--- src/rtl/uart_tx_pkg.sv ---
// Shared register offsets, STATUS/CTRL bit positions and serialiser state
// encoding for the memory-mapped UART transmitter.
package uart_tx_pkg;

    localparam logic [1:0] REG_TXDATA = 2'd0;
    localparam logic [1:0] REG_STATUS = 2'd1;
    localparam logic [1:0] REG_CTRL   = 2'd2;

    localparam int STAT_FULL    = 0;
    localparam int STAT_EMPTY   = 1;
    localparam int STAT_BUSY    = 2;
    localparam int STAT_OVF     = 3;
    localparam int STAT_CNT_LSB = 4;
    localparam int STAT_CNT_MSB = 8;

    localparam int CTRL_IE      = 0;
    localparam int CTRL_OVF_CLR = 1;

    typedef enum logic [1:0] {
        ST_IDLE  = 2'd0,
        ST_START = 2'd1,
        ST_DATA  = 2'd2,
        ST_STOP  = 2'd3
    } tx_state_t;

endpackage

--- src/rtl/uart_tx_fifo.sv ---
// Byte-wide synchronous FIFO; head is presented combinationally on dout so
// it can be consumed in the same cycle as pop.
module uart_tx_fifo #(
    parameter int DEPTH = 8
) (
    input  logic                     clk,
    input  logic                     rst,
    input  logic                     push,
    input  logic                     pop,
    input  logic [7:0]               din,
    output logic [7:0]               dout,
    output logic                     full,
    output logic                     empty,
    output logic [$clog2(DEPTH):0]   count
);

    localparam int AW = $clog2(DEPTH);
    localparam int CW = AW + 1;
    localparam logic [CW-1:0] FULL_COUNT = CW'(DEPTH);

    logic [7:0]    mem [DEPTH];
    logic [AW-1:0] wr_ptr;
    logic [AW-1:0] rd_ptr;
    logic          wr_en;
    logic          rd_en;

    // A full FIFO still accepts a push when the head leaves in the same cycle.
    assign wr_en = push & (~full | pop);
    assign rd_en = pop & ~empty;

    assign full  = (count == FULL_COUNT);
    assign empty = (count == '0);
    assign dout  = mem[rd_ptr];

    // NOTE: storage has no reset; only pointers and count need a known value,
    // and leaving the array unreset lets it map onto plain RAM/flops.
    always_ff @(posedge clk) begin
        if (wr_en) begin
            mem[wr_ptr] <= din;
        end
    end

    // NOTE: sequential state uses non-blocking assignments so every flop
    // samples pre-edge values regardless of statement order.
    always_ff @(posedge clk or negedge rst) begin
        if (!rst) begin
            wr_ptr <= '0;
            rd_ptr <= '0;
            count  <= '0;
        end else begin
            if (wr_en) begin
                wr_ptr <= wr_ptr + AW'(1);
            end
            if (rd_en) begin
                rd_ptr <= rd_ptr + AW'(1);
            end
            case ({wr_en, rd_en})
                2'b10:   count <= count + CW'(1);
                2'b01:   count <= count - CW'(1);
                default: count <= count;
            endcase
        end
    end

endmodule

--- src/rtl/uart_tx_mmio.sv ---
// Memory-mapped 8N1 UART transmitter: register decode, FIFO, serialiser FSM
// with a down-counting bit-rate timer, sticky overflow and drained interrupt.
module uart_tx_mmio
    import uart_tx_pkg::*;
#(
    parameter int CLK_DIV    = 868,
    parameter int FIFO_DEPTH = 8
) (
    input  logic        clk,
    input  logic        rst,
    input  logic        ce,
    input  logic        we,
    input  logic [31:0] addr,
    input  logic [3:0]  sel,
    input  logic [31:0] data_i,
    output logic [31:0] data_o,
    output logic        int_o,
    output logic        txd_o
);

    localparam int CW = $clog2(FIFO_DEPTH) + 1;
    localparam logic [15:0] BIT_RELOAD = 16'(CLK_DIV - 1);

    logic [1:0]    reg_sel;
    logic          wr_strobe;
    logic          push;
    logic          ctrl_wr;
    logic          pop;
    logic          busy;

    logic [7:0]    fifo_dout;
    logic          full;
    logic          empty;
    logic [CW-1:0] count;

    logic          overflow;
    logic          ie;

    tx_state_t     state;
    logic [15:0]   bit_cnt;
    logic [2:0]    bit_idx;
    logic [7:0]    shift;

    logic          unused_bits;
    assign unused_bits = ^{addr[31:4], addr[1:0], sel[3:1], data_i[31:8]};

    assign reg_sel   = addr[3:2];
    assign wr_strobe = ce & we & sel[0];
    assign push      = wr_strobe & (reg_sel == REG_TXDATA);
    assign ctrl_wr   = wr_strobe & (reg_sel == REG_CTRL);
    assign pop       = (state == ST_IDLE) & ~empty;
    assign busy      = (state != ST_IDLE);

    uart_tx_fifo #(
        .DEPTH (FIFO_DEPTH)
    ) u_fifo (
        .clk   (clk),
        .rst   (rst),
        .push  (push),
        .pop   (pop),
        .din   (data_i[7:0]),
        .dout  (fifo_dout),
        .full  (full),
        .empty (empty),
        .count (count)
    );

    always_ff @(posedge clk or negedge rst) begin
        if (!rst) begin
            overflow <= 1'b0;
            ie       <= 1'b0;
        end else begin
            if (push & full & ~pop) begin
                overflow <= 1'b1;
            end else if (ctrl_wr & data_i[CTRL_OVF_CLR]) begin
                overflow <= 1'b0;
            end
            if (ctrl_wr) begin
                ie <= data_i[CTRL_IE];
            end
        end
    end

    // txd_o is registered and loaded with the level of the segment being
    // entered, so the line never glitches and resets straight to idle-high.
    always_ff @(posedge clk or negedge rst) begin
        if (!rst) begin
            state   <= ST_IDLE;
            bit_cnt <= '0;
            bit_idx <= '0;
            shift   <= '0;
            txd_o   <= 1'b1;
        end else begin
            case (state)
                ST_IDLE: begin
                    if (pop) begin
                        shift   <= fifo_dout;
                        bit_cnt <= BIT_RELOAD;
                        txd_o   <= 1'b0;
                        state   <= ST_START;
                    end
                end
                ST_START: begin
                    if (bit_cnt == '0) begin
                        bit_cnt <= BIT_RELOAD;
                        bit_idx <= '0;
                        txd_o   <= shift[0];
                        state   <= ST_DATA;
                    end else begin
                        bit_cnt <= bit_cnt - 16'd1;
                    end
                end
                ST_DATA: begin
                    if (bit_cnt == '0) begin
                        bit_cnt <= BIT_RELOAD;
                        if (bit_idx == 3'd7) begin
                            txd_o <= 1'b1;
                            state <= ST_STOP;
                        end else begin
                            shift   <= shift >> 1;
                            bit_idx <= bit_idx + 3'd1;
                            txd_o   <= shift[1];
                        end
                    end else begin
                        bit_cnt <= bit_cnt - 16'd1;
                    end
                end
                ST_STOP: begin
                    if (bit_cnt == '0) begin
                        state <= ST_IDLE;
                    end else begin
                        bit_cnt <= bit_cnt - 16'd1;
                    end
                end
                default: begin
                    txd_o <= 1'b1;
                    state <= ST_IDLE;
                end
            endcase
        end
    end

    always_ff @(posedge clk or negedge rst) begin
        if (!rst) begin
            int_o <= 1'b0;
        end else begin
            int_o <= ie & empty & ~busy & ~pop;
        end
    end

    // NOTE: data_o gets a default before the case so no path leaves it
    // unassigned, which would otherwise infer a latch.
    always_comb begin
        data_o = '0;
        if (ce & ~we) begin
            case (reg_sel)
                REG_STATUS: begin
                    data_o[STAT_FULL]                 = full;
                    data_o[STAT_EMPTY]                = empty;
                    data_o[STAT_BUSY]                 = busy;
                    data_o[STAT_OVF]                  = overflow;
                    data_o[STAT_CNT_MSB:STAT_CNT_LSB] = 5'(count);
                end
                REG_CTRL: begin
                    data_o[CTRL_IE] = ie;
                end
                default: begin
                    data_o = '0;
                end
            endcase
        end
    end

endmodule

--- config.mk ---
export PLATFORM = sky130hd
export DESIGN_NAME = uart_tx_mmio
export DESIGN_NICKNAME = d
export VERILOG_FILES = /design/src/rtl/uart_tx_pkg.sv /design/src/rtl/uart_tx_fifo.sv /design/src/rtl/uart_tx_mmio.sv
export SDC_FILE = /design/constraint.sdc
export NUM_CORES = 1
export LEC_CHECK = 0
export ABC_AREA = 0
export BUFFER_PORTS_ARGS = -buffer_cell sky130_fd_sc_hd__clkbuf_2
export CAP_MARGIN = 5
export CORE_AREA = 4 4 123 89
export CTS_BUF_LIST = sky130_fd_sc_hd__clkbuf_16
export CTS_CLUSTER_DIAMETER = 50
export DETAILED_ROUTE_END_ITERATION = 8
export DIE_AREA = 0 0 127 93
export PLACE_DENSITY = 0.79
export SLEW_MARGIN = 20
export SYNTH_ARGS = -nofsm -noshare
export SYNTH_HDL_FRONTEND = slang
export SYNTH_SLANG_ARGS = --single-unit
--- constraint.sdc ---
create_clock -name clk -period 3.1 [get_ports clk]
set_clock_uncertainty 0.05 [all_clocks]
set_input_delay 0.62 -clock clk [delete_from_list [all_inputs] [get_ports clk]]
set_output_delay 0.62 -clock clk [all_outputs]
set_load 0.1 [all_outputs]
==> results of run 1 <==
[worst reg2reg max path, cell delays in order (launching register included)]
cell and delay, ns:
dfrtp_1 0.40, inv_1 0.14, ha_1 0.34, nand3b_1 0.16, nor2b_1 0.20, inv_1 0.08, ha_1 0.28, xor2_1 0.18
ha_1 0.19, a21oi_1 0.17, xor2_1 0.17, nor2_1 0.06, xor2_1 0.14
[layout make-up]
class	count	area share, %
well taps	128	2.749
inverters	10	0.6443
multi-input cells	261	36.04
clock buffers	9	3.866
flip-flops and latches	107	51.48
clock inverters	7	1.310
repair buffers	38	3.909
[Yosys cell counts (6+ instances only)]
library cell  number  share of area (%)
o31ai_1            6               0.85
mux2i_1            9                1.7
xor2_1             7                1.2
mux4_2            16                6.8
mux2_2             6                1.3
nor3_1            14                1.3
dfrtp_1           42                 20
nand2b_1           8               0.95
and2_1             7               0.83
ha_1              17                4.0
a21oi_1            6               0.57
nand2_1           14                1.0
inv_1             10               0.71
nor2_1            27                1.9
o21ai_0           15                1.4
a221o_1            7                1.3
a22o_1            18                3.0
edfxtp_1          64                 36
buf_4             26                3.7
[cell families (layout without fill, tap and decap cells)]
family,count (synthesis),after routing,share of synthesized area (%)
XOR/XNOR,10,10,1.662
multiplexers,31,31,9.827
other,1,24,0.07114
buffers and inverters,46,64,5.198
AO/OA/AOI/OAI,76,76,11.01
AND/OR/NAND/NOR,103,103,11.30
flip-flops,107,107,56.90
adder cells (fa/ha/maj),17,17,4.035
[flip-flops by register name, summed over array words and instances (netlist names)]
| register | cells |
|---|---|
| u_fifo.rd_ptr | 3 |
| u_fifo.wr_ptr | 3 |
| u_fifo.count | 4 |
| bit_cnt | 16 |
| txd_o | 1 |
| ie | 1 |
| u_fifo.mem | 64 |
| bit_idx | 3 |
| shift | 8 |
| int_o | 1 |
| overflow | 1 |
| state | 2 |
[worst max path at each step]
stage                           startpoint  depth (start not counted)                          end
6_report       u_fifo.count[1]$_DFFE_PN0P_                          4                    data_o[0]
2_1_floorplan                      addr[3]                          4                    data_o[2]
3_5_place_dp                       addr[2]                         13  u_fifo.count[2]$_DFFE_PN0P_
5_1_grt        u_fifo.count[1]$_DFFE_PN0P_                          4                    data_o[0]
3_3_place_gp                       addr[2]                         13  u_fifo.count[2]$_DFFE_PN0P_
4_1_cts        u_fifo.count[1]$_DFFE_PN0P_                          4                    data_o[0]
[layer usage]
layer / part of all wire [%] / vias up / wire length [um] / GRT usage, %
li1: - / 1516 / - / -
met1: 44 / 1647 / 4573 / 26.21
met2: 48 / 148 / 5039 / 29.18
met3: 7.1 / 14 / 749 / 3.368
met4: 1.3 / 0 / 132 / 5.714
met5: 0 / - / 0 / 0
[power breakdown]
group	switching [mW]	internal (mW)	leakage (nW)
Clock	0.523	0.632	0.142
Combinational	1.26	0.972	1.10
Sequential	0.318	1.74	1.12
==> impl_metrics.tcl, run 1 <==
set metrics [dict create \
    antenna_cells 0 \
    dpl.hpwl_um 7026 \
    drt_iter0_drc 269 \
    crit_arrival_ns 2.19 \
    cts_buffer_depth 2 \
    nNetsFinal 516 \
    max_stage_delay_ns 0.49 \
    die_x_um 127 \
    ys_async_sr_fraction_pct 40.19 \
    setup_tns_ns 0 \
    clk_pin_slew_ns 0.07 \
    layout_commonest_cell "edfxtp_1" \
    relSlewSlack_pct 51.09 \
    final-seq-area_mm2 0.002999 \
    cp_max_fo 7 \
    drive_above_1_share_pct 21.06 \
    startpoint_type "flip-flop" \
    hold_path.class "in -> async" \
    synth_edf_count 64 \
    final_cell_mix "edfxtp_1, dfrtp_1, nor2_1" \
    fin_util_pct 60.16 \
    synth-warning-count 0 \
    ys_seq_area_share_pct 56.90 \
    critPathSlowestCell "clkbuf_2" \
    fin_crit_sh_pct 92.28 \
    worstMarginPinSlew_ns 0.7336 \
    finalHoldViolCount 0 \
    cp-end-kind "output pin" \
    path_class "reg -> out" \
    cp_cell_sequence "nor3_1 > a32oi_1 > nor4bb_4 > clkbuf_2" \
    gp_congestion 0.8719 \
    post_drt_wl_per_cell_um 18.74 \
    grt_max_degree 44 \
    post-place-cells 544 \
    r2r_end "u_fifo.count[2]$_DFFE_PN0P_" \
    crit_buf_inv 1 \
    rrSetupSlack_ns 0.42 \
    crit_family "simple AND/OR/NAND/NOR gates" \
    powerDensity_mw_per_mm2 935.1 \
    total_power_mw 5.447 \
    grt_pass1_wl_um 16930 \
    fill_cells 732 \
    cts.sinks 107 \
    core_mm2 0.009684 \
    dieArea_mm2 0.01181 \
    required_ns 2.43 \
    ios 106 \
    cts_resized 0 \
    ys_types 61 \
    reg2reg_from "state[1]$_DFFE_PN0P_" \
    start_util_pct 54.43 \
    cts_hold_buf 0 \
    pre_cts_ws_ns 0.4252 \
    dr.pass1.iters 5 \
    fin_cells 560 \
    overflow 0 \
    synthFlopType "edfxtp_1" \
    slew_viol_final 0 \
    ant_nets 0 \
    whs_ns 0.2162 \
    cts_root_buf "clkbuf_16" \
    multi_input_area_mm2 0.002100 \
    fin_area_mm2 0.005826 \
    via_count 3325 \
    synth_area_per_cell_um2 13.48 \
    antenna_found_initial 0 \
    max_freq_mhz 349.6 \
    grt_pass1_vias 3258 \
    htreeDepth 3 \
    area_delta_synth_final_pct 10.52 \
    max_cap_viol_count 0 \
    port_buffers 24 \
    final-setup-viol-count 0 \
    vias_per_cell 5.938 \
    rows 30 \
    dpl_cell_area_mm2 0.005522 \
    ir_drop_mv 0.5141 \
    postRouteWirelength_um 10490 \
    ys_ff_latch 107 \
    groute.usage.overall_pct 18.43 \
    cts_tree "done" \
    cts_buffers 9 \
    fp.dieH_um 93 \
    p_leak_nw 2.358 \
    status "complete, no violations" \
    insertion_delay_ns 0.35 \
    fin_crit_ns 2.861 \
    worst_slack_ns 0.2392 \
    post_cts_buffers 0 \
    rsz0062_at_grt "false" \
    syn_area_mm2 0.005271 \
    drc 0 \
    rr_worst_depth 12 \
    syn_inst 391 \
]
(Power assumes the default switching activity.)
==> inputs of run 2 (changes only) <==
--- a/config.mk
+++ b/config.mk
@@ -8,12 +8,14 @@
 export ABC_AREA = 0
 export BUFFER_PORTS_ARGS = -buffer_cell sky130_fd_sc_hd__clkbuf_2
 export CAP_MARGIN = 5
-export CORE_AREA = 4 4 123 89
+export CELL_PAD_IN_SITES_DETAIL_PLACEMENT = 1
+export CELL_PAD_IN_SITES_GLOBAL_PLACEMENT = 1
+export CORE_AREA = 4 4 114 116
 export CTS_BUF_LIST = sky130_fd_sc_hd__clkbuf_16
 export CTS_CLUSTER_DIAMETER = 50
 export DETAILED_ROUTE_END_ITERATION = 8
-export DIE_AREA = 0 0 127 93
-export PLACE_DENSITY = 0.79
+export DIE_AREA = 0 0 118 120
+export PLACE_DENSITY_LB_ADDON = 0.1
 export SLEW_MARGIN = 20
 export SYNTH_ARGS = -nofsm -noshare
 export SYNTH_HDL_FRONTEND = slang
==> impl_metrics.tcl, run 2 (synthesis gave the netlist of run 1 again) <==
set metrics [dict create \
    final_cell_mix "edfxtp_1, dfrtp_1, nor2_1" \
    relSlewSlack_pct 46.67 \
    post_cts_buffers 0 \
    port_buffers 24 \
    cts_resized 0 \
    rows 40 \
    required_ns 2.43 \
    groute.usage.overall_pct 16.63 \
    max_cap_viol_count 0 \
    cts_hold_buf 0 \
    cts_buffers 9 \
    overflow 0 \
    clk_pin_slew_ns 0.07 \
    gp_congestion 0.7487 \
    status "complete, no violations" \
    regMostFlops "u_fifo.mem" \
    grt_max_degree 44 \
    post_drt_wl_per_cell_um 18.91 \
    crit_arrival_ns 2.16 \
    cts_tree "done" \
    cts_root_buf "clkbuf_16" \
    ir_drop_mv 0.4385 \
    htreeDepth 3 \
    layout_commonest_cell "edfxtp_1" \
    rsz0062_at_grt "false" \
    via_count 3206 \
    worstMarginPinSlew_ns 0.7999 \
    cts.sinks 107 \
    slew_viol_final 0 \
    drt_iter0_drc 106 \
    nNetsFinal 523 \
    cp_max_fo 7 \
    p_leak_nw 2.401 \
    fin_crit_ns 2.831 \
    path_class "reg -> out" \
    start_util_pct 44.25 \
    reg2reg_from "state[1]$_DFFE_PN0P_" \
    rrSetupSlack_ns 0.59 \
    grt_pass1_vias 3383 \
    grt_pass1_wl_um 18330 \
    antenna_found_initial 0 \
    ios 106 \
    postRouteWirelength_um 11080 \
    powerDensity_mw_per_mm2 922.3 \
    cp-startpoint "u_fifo.count[1]$_DFFE_PN0P_" \
    setup_tns_ns 0 \
    hold_path.class "in -> async" \
    final-setup-viol-count 0 \
    core_mm2 0.01191 \
    die_x_um 118 \
    rr_worst_depth 12 \
    insertion_delay_ns 0.35 \
    ant_nets 0 \
    drc 0 \
    max_freq_mhz 353.3 \
    max_stage_delay_ns 0.49 \
    cp-end-kind "output pin" \
    fill_cells 1222 \
    fp.dieH_um 120 \
    whs_ns 0.3063 \
    top_regs "u_fifo.mem (64), bit_cnt (16), shift (8)" \
    cp_cell_sequence "nor3_1 > a32oi_1 > nor4bb_4 > clkbuf_2" \
    antenna_cells 0 \
    dr.pass1.iters 4 \
    largest_reg_flops 64 \
    dieArea_mm2 0.01416 \
    cts_buffer_depth 2 \
    fin_crit_sh_pct 91.31 \
    finalHoldViolCount 0 \
    vias_per_cell 5.471 \
    r2r_end "u_fifo.count[2]$_DFFE_PN0P_" \
    area_delta_synth_final_pct 11.94 \
    dpl.hpwl_um 7985 \
    drive_above_1_share_pct 22.32 \
    critPathSlowestCell "clkbuf_2" \
    startpoint_type "flip-flop" \
]
## run 2: cell count changes in the layout (fill, tap and decap cells not counted)
cell        delta
inv_8          +2
clkinv_4       -1
bufinv_16      -1
clkinvlp_4     -2
clkbuf_2       +1
clkinv_8       +2
buf_4          +6
## run 2: area by class of cell
cell class / count / area [um^2] / area share [%]
clock buffers: 9 / 225.2 / 3.817
flip-flops and latches: 107 / 2999 / 50.83
well taps: 147 / 183.9 / 3.117
clock inverters: 7 / 77.57 / 1.315
inverters: 10 / 37.54 / 0.6361
multi-input cells: 261 / 2100 / 35.58
repair buffers: 45 / 277.8 / 4.707
## run 2: stage by stage
stage	util (%)	total power, mW	area (um^2)	instances	setup slack (ns)
final	49.54	5.442	5901	586	0.2693
after global routing	49.54	5.834	5901	586	0.1316
after CTS	49.54	5.520	5901	586	0.2280
after detailed placement	47.00	4.352	5598	570	0.4591
after global placement	47.00	4.281	5598	570	0.4789
after floorplan	-	3.821	5373	414	0.02493
## run 2: worst max-delay path, delay by kind of cell, from the launching register on
kind,cells,cell delay (ns)
flops,1,0.47
buf+inv,1,0.49
simple gates,2,0.64
compound gates,1,0.21
## run 2: power by group
group          switching, mW  internal (mW)  total (mW)
Combinational           1.26          0.982        2.24
Sequential             0.321           1.74        2.06
Clock                  0.568          0.575        1.14
Total                   2.15           3.29        5.44
## run 2: routing by layer
layer	global-route usage (%)	routed length, um	part of all wire, %	vias to the layer above
met2	26.70	5400	49	48
met4	5.128	138	1.2	0
li1	-	-	-	1527
met1	22.64	5226	47	1618
met5	0	0	0	-
met3	3.770	319	2.9	13
## run 2: worst max-delay path by stage
stage,endpoint,slack (ns),cells past startpoint
global route,data_o[0],0.13,4
detailed placement,u_fifo.count[2]$_DFFE_PN0P_,0.46,13
finish,data_o[0],0.27,4
CTS,data_o[0],0.23,4
global placement,u_fifo.count[2]$_DFFE_PN0P_,0.48,13
floorplan,data_o[2],0.02,4
